$ cat src/rtl/alu_issue_stage.sv
// alu_issue_stage: buffered command FIFO feeding a 16-bit ALU with a registered result stage
package alu_pkg;
  typedef enum logic [2:0] {
    ALU_ADD, ALU_SUB, ALU_AND, ALU_OR, ALU_XOR, ALU_SHL, ALU_SHR
  } alu_op_t;
endpackage

module alu_core #(
  parameter int N = 16
) (
  input  alu_pkg::alu_op_t op,
  input  logic [N-1:0]     a,
  input  logic [N-1:0]     b,
  output logic [N-1:0]     result,
  output logic             carry,
  output logic             zero
);
  import alu_pkg::*;
  // combinational ALU; encoding 3'd7 is undefined and yields zero
  always_comb begin
    carry = 1'b0;
    result = '0;
    case (op)
      ALU_ADD: {carry, result} = {1'b0, a} + {1'b0, b};
      ALU_SUB: {carry, result} = {1'b0, a} - {1'b0, b};
      ALU_AND: result = a & b;
      ALU_OR:  result = a | b;
      ALU_XOR: result = a ^ b;
      ALU_SHL: result = a << b[3:0];
      ALU_SHR: result = a >> b[3:0];
      default: result = '0;
    endcase
    zero = result == '0;
  end
endmodule

module alu_issue_stage #(
  parameter int N     = 16,
  parameter int DEPTH = 4,
  parameter int TAG_W = 4
) (
  input  logic                       clk,
  input  logic                       rst,
  input  logic                       in_valid,
  output logic                       in_ready,
  input  alu_pkg::alu_op_t           in_op,
  input  logic [N-1:0]               in_a,
  input  logic [N-1:0]               in_b,
  input  logic [TAG_W-1:0]           in_tag,
  output logic                       out_valid,
  input  logic                       out_ready,
  output logic [N-1:0]               out_result,
  output logic                       out_carry,
  output logic                       out_zero,
  output logic [TAG_W-1:0]           out_tag,
  output logic [$clog2(DEPTH+1)-1:0] fifo_count,
  output logic                       busy
);
  import alu_pkg::*;
  localparam int CW = $clog2(DEPTH + 1);
  localparam int AW = $clog2(DEPTH);
  localparam int OW = $bits(alu_op_t);
  localparam int EW = OW + 2 * N + TAG_W;
  logic [EW-1:0] mem [DEPTH];
  logic [AW-1:0] wr_ptr, rd_ptr;
  logic [EW-1:0] head;
  logic push, fire;
  logic [N-1:0] alu_result;
  logic alu_carry, alu_zero;
  assign in_ready = fifo_count != CW'(DEPTH);
  assign push = in_valid && in_ready;
  assign fire = (fifo_count != '0) && (!out_valid || out_ready);
  assign busy = (fifo_count != '0) || out_valid;
  assign head = mem[rd_ptr];
  alu_core #(.N(N)) u_alu (
    .op     (alu_op_t'(head[EW-1 -: OW])),
    .a      (head[TAG_W+2*N-1 -: N]),
    .b      (head[TAG_W+N-1 -: N]),
    .result (alu_result),
    .carry  (alu_carry),
    .zero   (alu_zero)
  );
  // command storage; contents are only meaningful between the pointers, so no reset
  always_ff @(posedge clk)
    if (push) mem[wr_ptr] <= {in_op, in_a, in_b, in_tag};
  // FIFO pointers and occupancy; power-of-2 depth lets pointers wrap naturally
  always_ff @(posedge clk) begin
    if (rst) begin
      wr_ptr <= '0;
      rd_ptr <= '0;
      fifo_count <= '0;
    end else begin
      wr_ptr <= wr_ptr + AW'(push);
      rd_ptr <= rd_ptr + AW'(fire);
      fifo_count <= fifo_count + CW'(push) - CW'(fire);
    end
  end
  // result register: load on issue, drop once consumed, otherwise hold
  always_ff @(posedge clk) begin
    if (rst) begin
      out_valid <= 1'b0;
      out_result <= '0;
      out_carry <= 1'b0;
      out_zero <= 1'b0;
      out_tag <= '0;
    end else if (fire) begin
      out_valid <= 1'b1;
      out_result <= alu_result;
      out_carry <= alu_carry;
      out_zero <= alu_zero;
      out_tag <= head[TAG_W-1:0];
    end else if (out_ready) begin
      out_valid <= 1'b0;
    end
  end
endmodule
$ cat config.mk
export PLATFORM = sky130hd
export DESIGN_NAME = alu_issue_stage
export DESIGN_NICKNAME = d
export VERILOG_FILES = /design/src/rtl/alu_issue_stage.sv
export SDC_FILE = /design/constraint.sdc
export NUM_CORES = 1
export LEC_CHECK = 0
export ABC_CLOCK_PERIOD_IN_PS = 4100
export BUFFER_PORTS_ARGS = -buffer_cell sky130_fd_sc_hd__buf_2
export CORE_MARGIN = 5
export CORE_UTILIZATION = 41
export CTS_CLUSTER_SIZE = 10
export DETAILED_ROUTE_END_ITERATION = 12
export PLACE_DENSITY = 0.65
export SKIP_CTS_REPAIR_TIMING = 1
export SLEW_MARGIN = 10
export SYNTH_ARGS = -nofsm -noshare
export SYNTH_HDL_FRONTEND = slang
export SYNTH_HIERARCHICAL = 1
export SYNTH_SLANG_ARGS = --single-unit
export TNS_END_PERCENT = 30
$ cat constraint.sdc
create_clock -name clk -period 4.1 [get_ports clk]
set_input_delay 0.82 -clock clk [delete_from_list [all_inputs] [get_ports clk]]
set_output_delay 0.82 -clock clk [all_outputs]
set_load 0.05 [all_outputs]
==> metrics.txt, run 1 <==
WL final=29,500 um; Synth Cell Area=10,600 um^2; core area=25,800 um^2; worst setup margin=0.0352 ns; Total GRT Usage=0.197; Setup crit end kind=flop; CTS Buffer Depth=2; Worst setup SP type=flop; Ys Warns=6; Clock Skew=0.0135 ns; H-Tree Depth=4; worst-path fanout max=7; Synth area leaders=edfxtp_1, mux4_2, ha_1; # diodes=0; Post-Synthesis Cells=873; DRT iter0 DRCs=751; Yosys cell types=80; Final nets=1,113; Final Core Density=0.500; critical path class=reg2reg; Mean Syn Cell Area=12.2 um^2; Reg2Reg Capture Point=out_result[14]$_SDFFE_PP0P_; Required @ worst endpoint=4.46 ns; Starting Density=0.412; post-synthesis to final-layout area growth=21.4%; Post-Syn Nets=975; final setup vio count=0; DR WL/cell=21.7 um; layout cells sized above 1=0.313; Hold Crit Class=reg2reg; largest net degree at the start of global routing=41; fin. max-slew vios=0; clk_lat worst skew=0.44 ns; Post-DP HPWL=20,900 um; reg-to-reg critical path startpoint=rd_ptr[0]$_SDFF_PP0_; fin crit period=4.06 ns; die footprint=29,300 um^2; drt pass-1 iters=5; reg2reg setup slack=0.04 ns; main flop type after synthesis=edfxtp_1; crit path DAT=4.42 ns; ys async rst share=0; status=finished clean; number of max-cap violations=0; Final Cycle Share=0.991; io pins=71; number of synthesized flops with an enable pin=156; Num CTS Buffers=17; Worst Reg2Reg Path Length in Cells=16; crit path to=out_result[14]$_SDFFE_PP0P_; Die H=171 um; Die X=171 um; Root Buffer=clkbuf_16; Commonest cells post-synth=edfxtp_1, a21oi_1, ha_1, inv_1, o21ai_0; cell breakdown of the critical path=buf_12, mux4_2, ha_2, inv_1, fa_1, nor2b_1, o211ai_1, a31o_2, o221ai_4, a31oi_4, o31ai_4, xnor2_1, o211ai_1, buf_4, nand3_1, a21oi_1; Worst-path clk slew=0.07 ns; Synth area leader=edfxtp_1; Clock Sinks=186; Fill cells=2,279; vias in the first global route=7,651; GPL Wtd Cong=1.00; Crit path top cell by count=o211ai_1; Row Count=59; flops & latches, synth=186; first-pass GRT wire length=43,900 um; Hold Vio Cnt, Final=0; vias after detailed routing=7,980; RSZ-0062 raised after global routing=true; FMAX=246 MHz; pre-CTS WS=-0.141 ns; Worst slew margin=0.156; Crit. Startpoint=rd_ptr[0]$_SDFF_PP0_; initial antenna violation count=0; Post-route DRC=0; top cell type's share of synthesized area=0.440; most frequent cell after synthesis=edfxtp_1; vias per std cell=5.87; slowest cell delay on critical path=0.49 ns; post-route ant nets=0; sequential share of the synthesized area=0.496; Worst-Margin Slew=1.26 ns; grt ovf=0; Crit-path slowest cell=o211ai_1; TritonCTS clock tree=built; Buffers on Ports=70
==> cell type report <==
cell class                 instances  area (um^2)  share of cell area
sequential                       186         5290               0.409
multi-input combinational        578         5160               0.399
timing repair buffer             171         1250              0.0966
clock buffer                      18          429              0.0332
tap                              335          419              0.0324
inverter                          57          214              0.0165
clock inverter                    14          168              0.0130
==> critical path, delay by kind of cell (launching register included) <==
family,cells,cell delay [ns]
AO/OA/AOI/OAI,7,1.80
adder cells (fa/ha/maj),2,0.61
multiplexers,1,0.41
buffers and inverters,3,0.40
flip-flops,1,0.39
AND/OR/NAND/NOR,2,0.25
XOR/XNOR,1,0.11
==> per-stage QoR <==
stage,hold slack (ns),setup TNS [ns],cells,cell area (um^2)
after CTS,0.475,-0.307,1342,12500
after floorplan,0.535,-29.68,873,10700
after detailed placement,0.466,-0.208,1310,11900
final,0.472,0,1359,12900
after global routing,0.493,-0.308,1359,12900
after global placement,0.459,-0.0730,1310,11900
==> sequential cells by signal, summed over array words and instances, names as in the netlist <==
register,cells
fifo_count,3
mem,156
out_carry,1
out_result,16
out_tag,4
out_valid,1
out_zero,1
rd_ptr,2
wr_ptr,2
==> how the worst min path moves through the flow <==
stage	start	end	slack, ns	cells after the start
2_1_floorplan	wr_ptr[1]$_SDFF_PP0_	wr_ptr[1]$_SDFF_PP0_	0.53	2
3_3_place_gp	out_result[7]$_SDFFE_PP0P_	out_result[7]$_SDFFE_PP0P_	0.46	2
3_5_place_dp	out_result[7]$_SDFFE_PP0P_	out_result[7]$_SDFFE_PP0P_	0.47	2
4_1_cts	out_result[7]$_SDFFE_PP0P_	out_result[7]$_SDFFE_PP0P_	0.48	2
5_1_grt	out_result[15]$_SDFFE_PP0P_	out_result[15]$_SDFFE_PP0P_	0.49	2
6_report	out_result[8]$_SDFFE_PP0P_	out_result[8]$_SDFFE_PP0P_	0.47	2
==> cells by family (layout without fill, tap and decap cells) <==
group | count (synthesis) | after routing | share of synthesized area
xor gates and xnor gates | 16 | 16 | 0.0132
muxes | 81 | 81 | 0.139
buffers and inverters | 109 | 260 | 0.0454
adders and majority gates | 59 | 59 | 0.0714
DFF | 186 | 186 | 0.496
AOI/OAI and AO/OA | 225 | 225 | 0.137
and+or+nand+nor | 197 | 197 | 0.0968
==> routing by layer <==
| layer | up-vias | part of all wire | track usage |
|---|---|---|---|
| met5 | - | 0 | 0 |
| met4 | 0 | 0.020 | 0.0579 |
| met3 | 37 | 0.089 | 0.0538 |
| met2 | 368 | 0.47 | 0.300 |
| met1 | 3929 | 0.42 | 0.279 |
| li1 | 3646 | - | - |
==> layout by cell type (no fill, tap or decap), drive strengths merged, types with 7 or more instances in the layout <==
master and n:
nand2 37, mux4 52, clkinv 8, o21ai 57, nor2b 13, o22ai 11, a21oi 60, o211ai 10
edfxtp 156, o31ai 8, a211oi 7, nor3 16, buf 168, a22oi 16, dfxtp 30, nand3 36
clkbuf 21, mux2 12, mux2i 17, xnor2 13, nand2b 10, ha 56, inv 63, nor2 42
Power of run 1 is not shown: default switching activity piles up to over one toggle a cycle in this logic, so the estimate is an artifact.
==> run 2, diff against run 1 <==
Settings changed: ABC_CLOCK_PERIOD_IN_PS 4100 to 3300.
Clock period 4.1 ns to 3.3 ns, I/O delays scaled along.
==> run 2 against run 1 <==
Net effect:
- the run now ends with negative setup slack left
- die area is the same
- global-route usage increased by 2.2 points
- count of clock-buffer cells in the layout stayed put
- largest cell class unchanged
==> metrics.txt, run 2 (synthesis gave the netlist of run 1 again) <==
FMAX=253 MHz; vias in the first global route=8,235; Root Buffer=clkbuf_16; Required @ worst endpoint=3.66 ns; Worst slew margin=0.425; Row Count=59; Final Non-Filler Cells=1,500; RSZ-0062 raised after global routing=true; Post-route DRC=0; Worst-path clk slew=0.07 ns; Worst setup SP type=flop; post-route ant nets=0; fin. max-slew vios=0; largest net degree at the start of global routing=40; fin crit period=3.96 ns; worst setup margin=-0.659 ns; Setup crit end kind=flop; max reg flops=156; Num CTS Buffers=17; crit path DAT=4.32 ns; Clock Skew=0.00956 ns; Hold Crit Class=in2reg; Post-DP HPWL=24,100 um; TritonCTS clock tree=built; Final nets=1,254; GPL Wtd Cong=0.994; Total GRT Usage=0.219; post-route cell area=14,100 um^2; Worst-Margin Slew=0.862 ns; failing checks=negative setup slack; vias after detailed routing=8,479; Final Cycle Share=1.20; initial antenna violation count=0; DR WL/cell=21.4 um; dpl cell area=12,900 um^2; vias per std cell=5.65; drt pass-1 iters=5; layout cells sized above 1=0.418; status=complete, but fails checks; grt ovf=0; commonest non-fill, non-tap cell in the layout=buf_4; Starting Density=0.412; post-synthesis to final-layout area growth=32.2%; # diodes=0; Die H=171 um; Buffers on Ports=70; WL final=32,100 um; worst-path fanout max=6; Biggest register=mem; final setup vio count=12; H-Tree Depth=4; io pins=71; first-pass GRT wire length=48,800 um; core area=25,800 um^2; Placed Instances=1,447; leading registers by flop count=mem x156, out_result x16, out_tag x4; DRT iter0 DRCs=823; most frequent cells in the layout=buf_4, edfxtp_1, buf_2; Clock Sinks=186; CTS Buffer Depth=2; Die X=171 um; Hold Vio Cnt, Final=0; number of max-cap violations=0; clk_lat worst skew=0.44 ns; critical path class=reg2reg; die footprint=29,300 um^2
run 2: critical path, cell delays in order, from the launching register on:
cell      delay (ns)
dfxtp_4         0.38
buf_12          0.14
mux4_2          0.44
inv_2           0.06
buf_4           0.15
fa_2            0.38
nor2b_2         0.13
o211ai_1        0.22
a31o_2          0.34
o221ai_4        0.23
a31oi_4         0.13
o31ai_2         0.27
xnor2_1         0.09
o211ai_1        0.45
buf_4           0.20
nand3_1         0.09
a21oi_2         0.18
run 2: final cells by class:
type,count,area [um^2]
Sequential cell,186,5290
Fill cell,2270,11800
Multi-Input combinational cell,578,5270
Timing Repair Buffer,312,2270
Clock buffer,18,429
Clock inverter,14,176
Inverter,57,218
Tap cell,335,419
run 2: layer usage:
metal | global-route usage | vias to the layer above | wire (um)
li1 | - | 3927 | -
met1 | 0.316 | 4175 | 14400
met2 | 0.339 | 326 | 14600
met3 | 0.0379 | 51 | 2090
met4 | 0.0706 | 0 | 998
met5 | 0 | - | 0
run 2: per-stage QoR:
stage               setup TNS [ns]  setup slack [ns]   util  hold WS (ns)
finish                       -3.57            -0.659  0.545         0.432
global route                 -5.62            -0.768  0.545         0.418
CTS                          -6.14            -0.902  0.523         0.409
detailed placement           -5.62            -0.885  0.499         0.467
global placement             -5.72            -0.875  0.499         0.460
floorplan                   -97.26             -1.29      -         0.535
run 2: final timing paths:
| kind | from | depth (start not counted) | to | slack (ns) |
|---|---|---|---|---|
| setup reg to reg | rd_ptr[0]$_SDFF_PP0_ | 16 | out_result[14]$_SDFFE_PP0P_ | -0.66 |
| hold / removal | in_a[4] | 1 | mem[2][24]$_DFFE_PP_ | 0.43 |
| hold reg to reg | out_result[15]$_SDFFE_PP0P_ | 2 | out_result[15]$_SDFFE_PP0P_ | 0.47 |
| setup / recovery | rd_ptr[0]$_SDFF_PP0_ | 16 | out_result[14]$_SDFFE_PP0P_ | -0.66 |
Power of run 2 is left out for the same reason.
==> run 3, diff against run 2 <==
Settings changed: SYNTH_HIERARCHICAL 1 to default.
==> run 3 against run 2 <==
Net effect:
- the run still ends with negative setup slack left
- first-iteration DRC count is 17% lower
- worst hold slack hardly changed
- routed wire length is 1.1% lower
==> metrics.txt, run 3 <==
Hold Crit Class=in2reg; FMAX=263 MHz; Num CTS Buffers=17; initial antenna violation count=0; H-Tree Depth=4; final setup vio count=9; Worst-Margin Slew=0.653 ns; main flop type after synthesis=edfxtp_1; GPL Wtd Cong=0.969; Die X=170 um; worst-path fanout max=6; total power=16.7 mW; WP buf/inv=4; Total GRT Usage=0.216; post-synthesis to final-layout area growth=32.7%; max reg flops=156; DRT iter0 DRCs=686; Post-Synth XOR/XNOR Area=0.0167; pre-CTS WS=-0.641 ns; most frequent cells in the layout=buf_4, edfxtp_1, nor2_1; Mean Syn Cell Area=11.9 um^2; Ys Warns=0; Clock Sinks=186; reg2reg setup slack=-0.51 ns; commonest non-fill, non-tap cell in the layout=buf_4; Pleak=5.51 nW; compound-gate portion of the synthesized area=0.137; post-synthesis mux area share=0.129; clk_lat worst skew=0.43 ns; critical path class=reg2reg; Post-Syn Nets=981; Root Buffer=clkbuf_16; io pins=71; number of max-cap violations=0; Hold Vio Cnt, Final=0; ys async rst share=0; CTS Buffer Depth=2; most frequent cell after synthesis=edfxtp_1; power per cell area=1200 nW/um^2; Post-route DRC=0; Crit path top cell by count=o21ai_2; Setup crit end kind=flop; fin. max-slew vios=0; Final nets=1,255; Final Core Density=0.552; worst hold stages=1; vias per std cell=5.56; Final Non-Filler Cells=1,499; vias after detailed routing=8,331; failing checks=negative setup slack; Reg2Reg Capture Point=out_zero$_SDFFE_PP0P_; reg-to-reg critical path startpoint=rd_ptr[0]$_SDFF_PP0_; Hold Startpoint=in_op[0]; Simple-Gate Fraction of Synth Area=0.0983; Worst-path clk slew=0.08 ns; WHS Endpoint=mem[2][36]$_DFFE_PP_; drt pass-1 iters=5; sequential share of the synthesized area=0.505; DR WL/cell=21.2 um; Placed Instances=1,455; layout cells sized above 1=0.396; dpl cell area=12,800 um^2; Commonest cells post-synth=edfxtp_1, nor2_1, inv_1, ha_1, nand2_1; largest net degree at the start of global routing=40; adder-cell share of the synthesized area=0.0691; combinational family with the most area after synthesis=compound AO/OA/AOI/OAI gates; Starting Density=0.416; flops & latches, synth=186; TNS Setup=-2.47 ns; Required @ worst endpoint=3.64 ns; Crit-path slowest cell=or4_4; leading registers by flop count=mem x156, out_result x16, out_tag x4; Biggest register=mem; first-pass GRT wire length=47,900 um; Worst Hold Slack=0.433 ns; Synth Cell Area=10,500 um^2; post-route ant nets=0; Worst slew margin=0.565; vias in the first global route=8,196; status=complete, but fails checks; core area=25,200 um^2; post-route cell area=13,900 um^2; Buffers on Ports=70; Post-Synthesis Cells=882; Yosys cell types=73; TritonCTS clock tree=built; worst setup margin=-0.508 ns; delay-heaviest family, CP=compound AO/OA/AOI/OAI gates; Synth area leaders=edfxtp_1, mux4_2, ha_1; grt ovf=0; Die H=170 um; WL final=31,800 um; Row Count=58; Worst setup SP type=flop; number of synthesized flops with an enable pin=156; Post-DP HPWL=23,900 um; top cell type's share of synthesized area=0.448; # diodes=0; Worst Reg2Reg Path Length in Cells=15; slowest cell delay on critical path=0.56 ns; Final Cycle Share=1.15; cell breakdown of the critical path=buf_12, mux4_2, inv_1, ha_4, or4_4, buf_6, a211oi_4, o21ai_2, a311oi_2, buf_4, o21ai_2, o31ai_2, xnor2_1, o221ai_2, o41ai_2; crit path DAT=4.14 ns; Synth area leader=edfxtp_1; Clock Skew=0.0108 ns; RSZ-0062 raised after global routing=true; worst vdd ir=0.487 mV; die footprint=28,800 um^2; fin crit period=3.81 ns
[run 3: changes by cell type after synthesis, sizes merged, moves of 14 or more]
cell    delta
mux2i     +23
nand3     -27
nor2      +48
mux4      -14
a21oi     -17
o21ai     -20
a211oi    +19
[run 3: power by group]
group	total [mW]	leakage [nW]	internal, mW	switching (mW)
Combinational	11.6	3.53	5.32	6.25
Clock	2.10	0.300	1.04	1.06
Sequential	3.06	1.68	2.90	0.154
[run 3: worst max-delay path by stage]
stage,slack [ns],cells past startpoint,to,from
2_1_floorplan,-0.39,18,out_zero$_SDFFE_PP0P_,rd_ptr[0]$_SDFF_PP0_
3_3_place_gp,-0.55,16,out_zero$_SDFFE_PP0P_,rd_ptr[0]$_SDFF_PP0_
3_5_place_dp,-0.64,16,out_zero$_SDFFE_PP0P_,rd_ptr[0]$_SDFF_PP0_
4_1_cts,-0.67,16,out_zero$_SDFFE_PP0P_,rd_ptr[0]$_SDFF_PP0_
5_1_grt,-0.63,15,out_zero$_SDFFE_PP0P_,rd_ptr[0]$_SDFF_PP0_
6_report,-0.51,15,out_zero$_SDFFE_PP0P_,rd_ptr[0]$_SDFF_PP0_
[run 3: layout make-up]
type	instances	area, um^2
tap	330	413
clock inverter	15	190
multi-input combinational	590	5090
inverter	56	210
sequential	186	5290
fill	2088	11300
timing repair buffer	305	2270
clock buffer	17	425
[run 3: cell families (layout without fill, tap and decap cells)]
logic type,after synthesis,count (layout)
xor+xnor,20,20
mux,85,85
flops,186,186
buf+inv,106,393
fa+ha+maj,56,56
simple gates,219,219
compound gates,210,210
[run 3: metal layers]
layer | routed length, um | GRT usage | vias to the layer above
met2 | 15700 | 0.363 | 234
met4 | 788 | 0.0651 | 0
met3 | 1360 | 0.0280 | 47
li1 | - | - | 3894
met5 | 0 | 0 | -
met1 | 13900 | 0.294 | 4156
No activity file was read; power rests on OpenSTA's default activity.
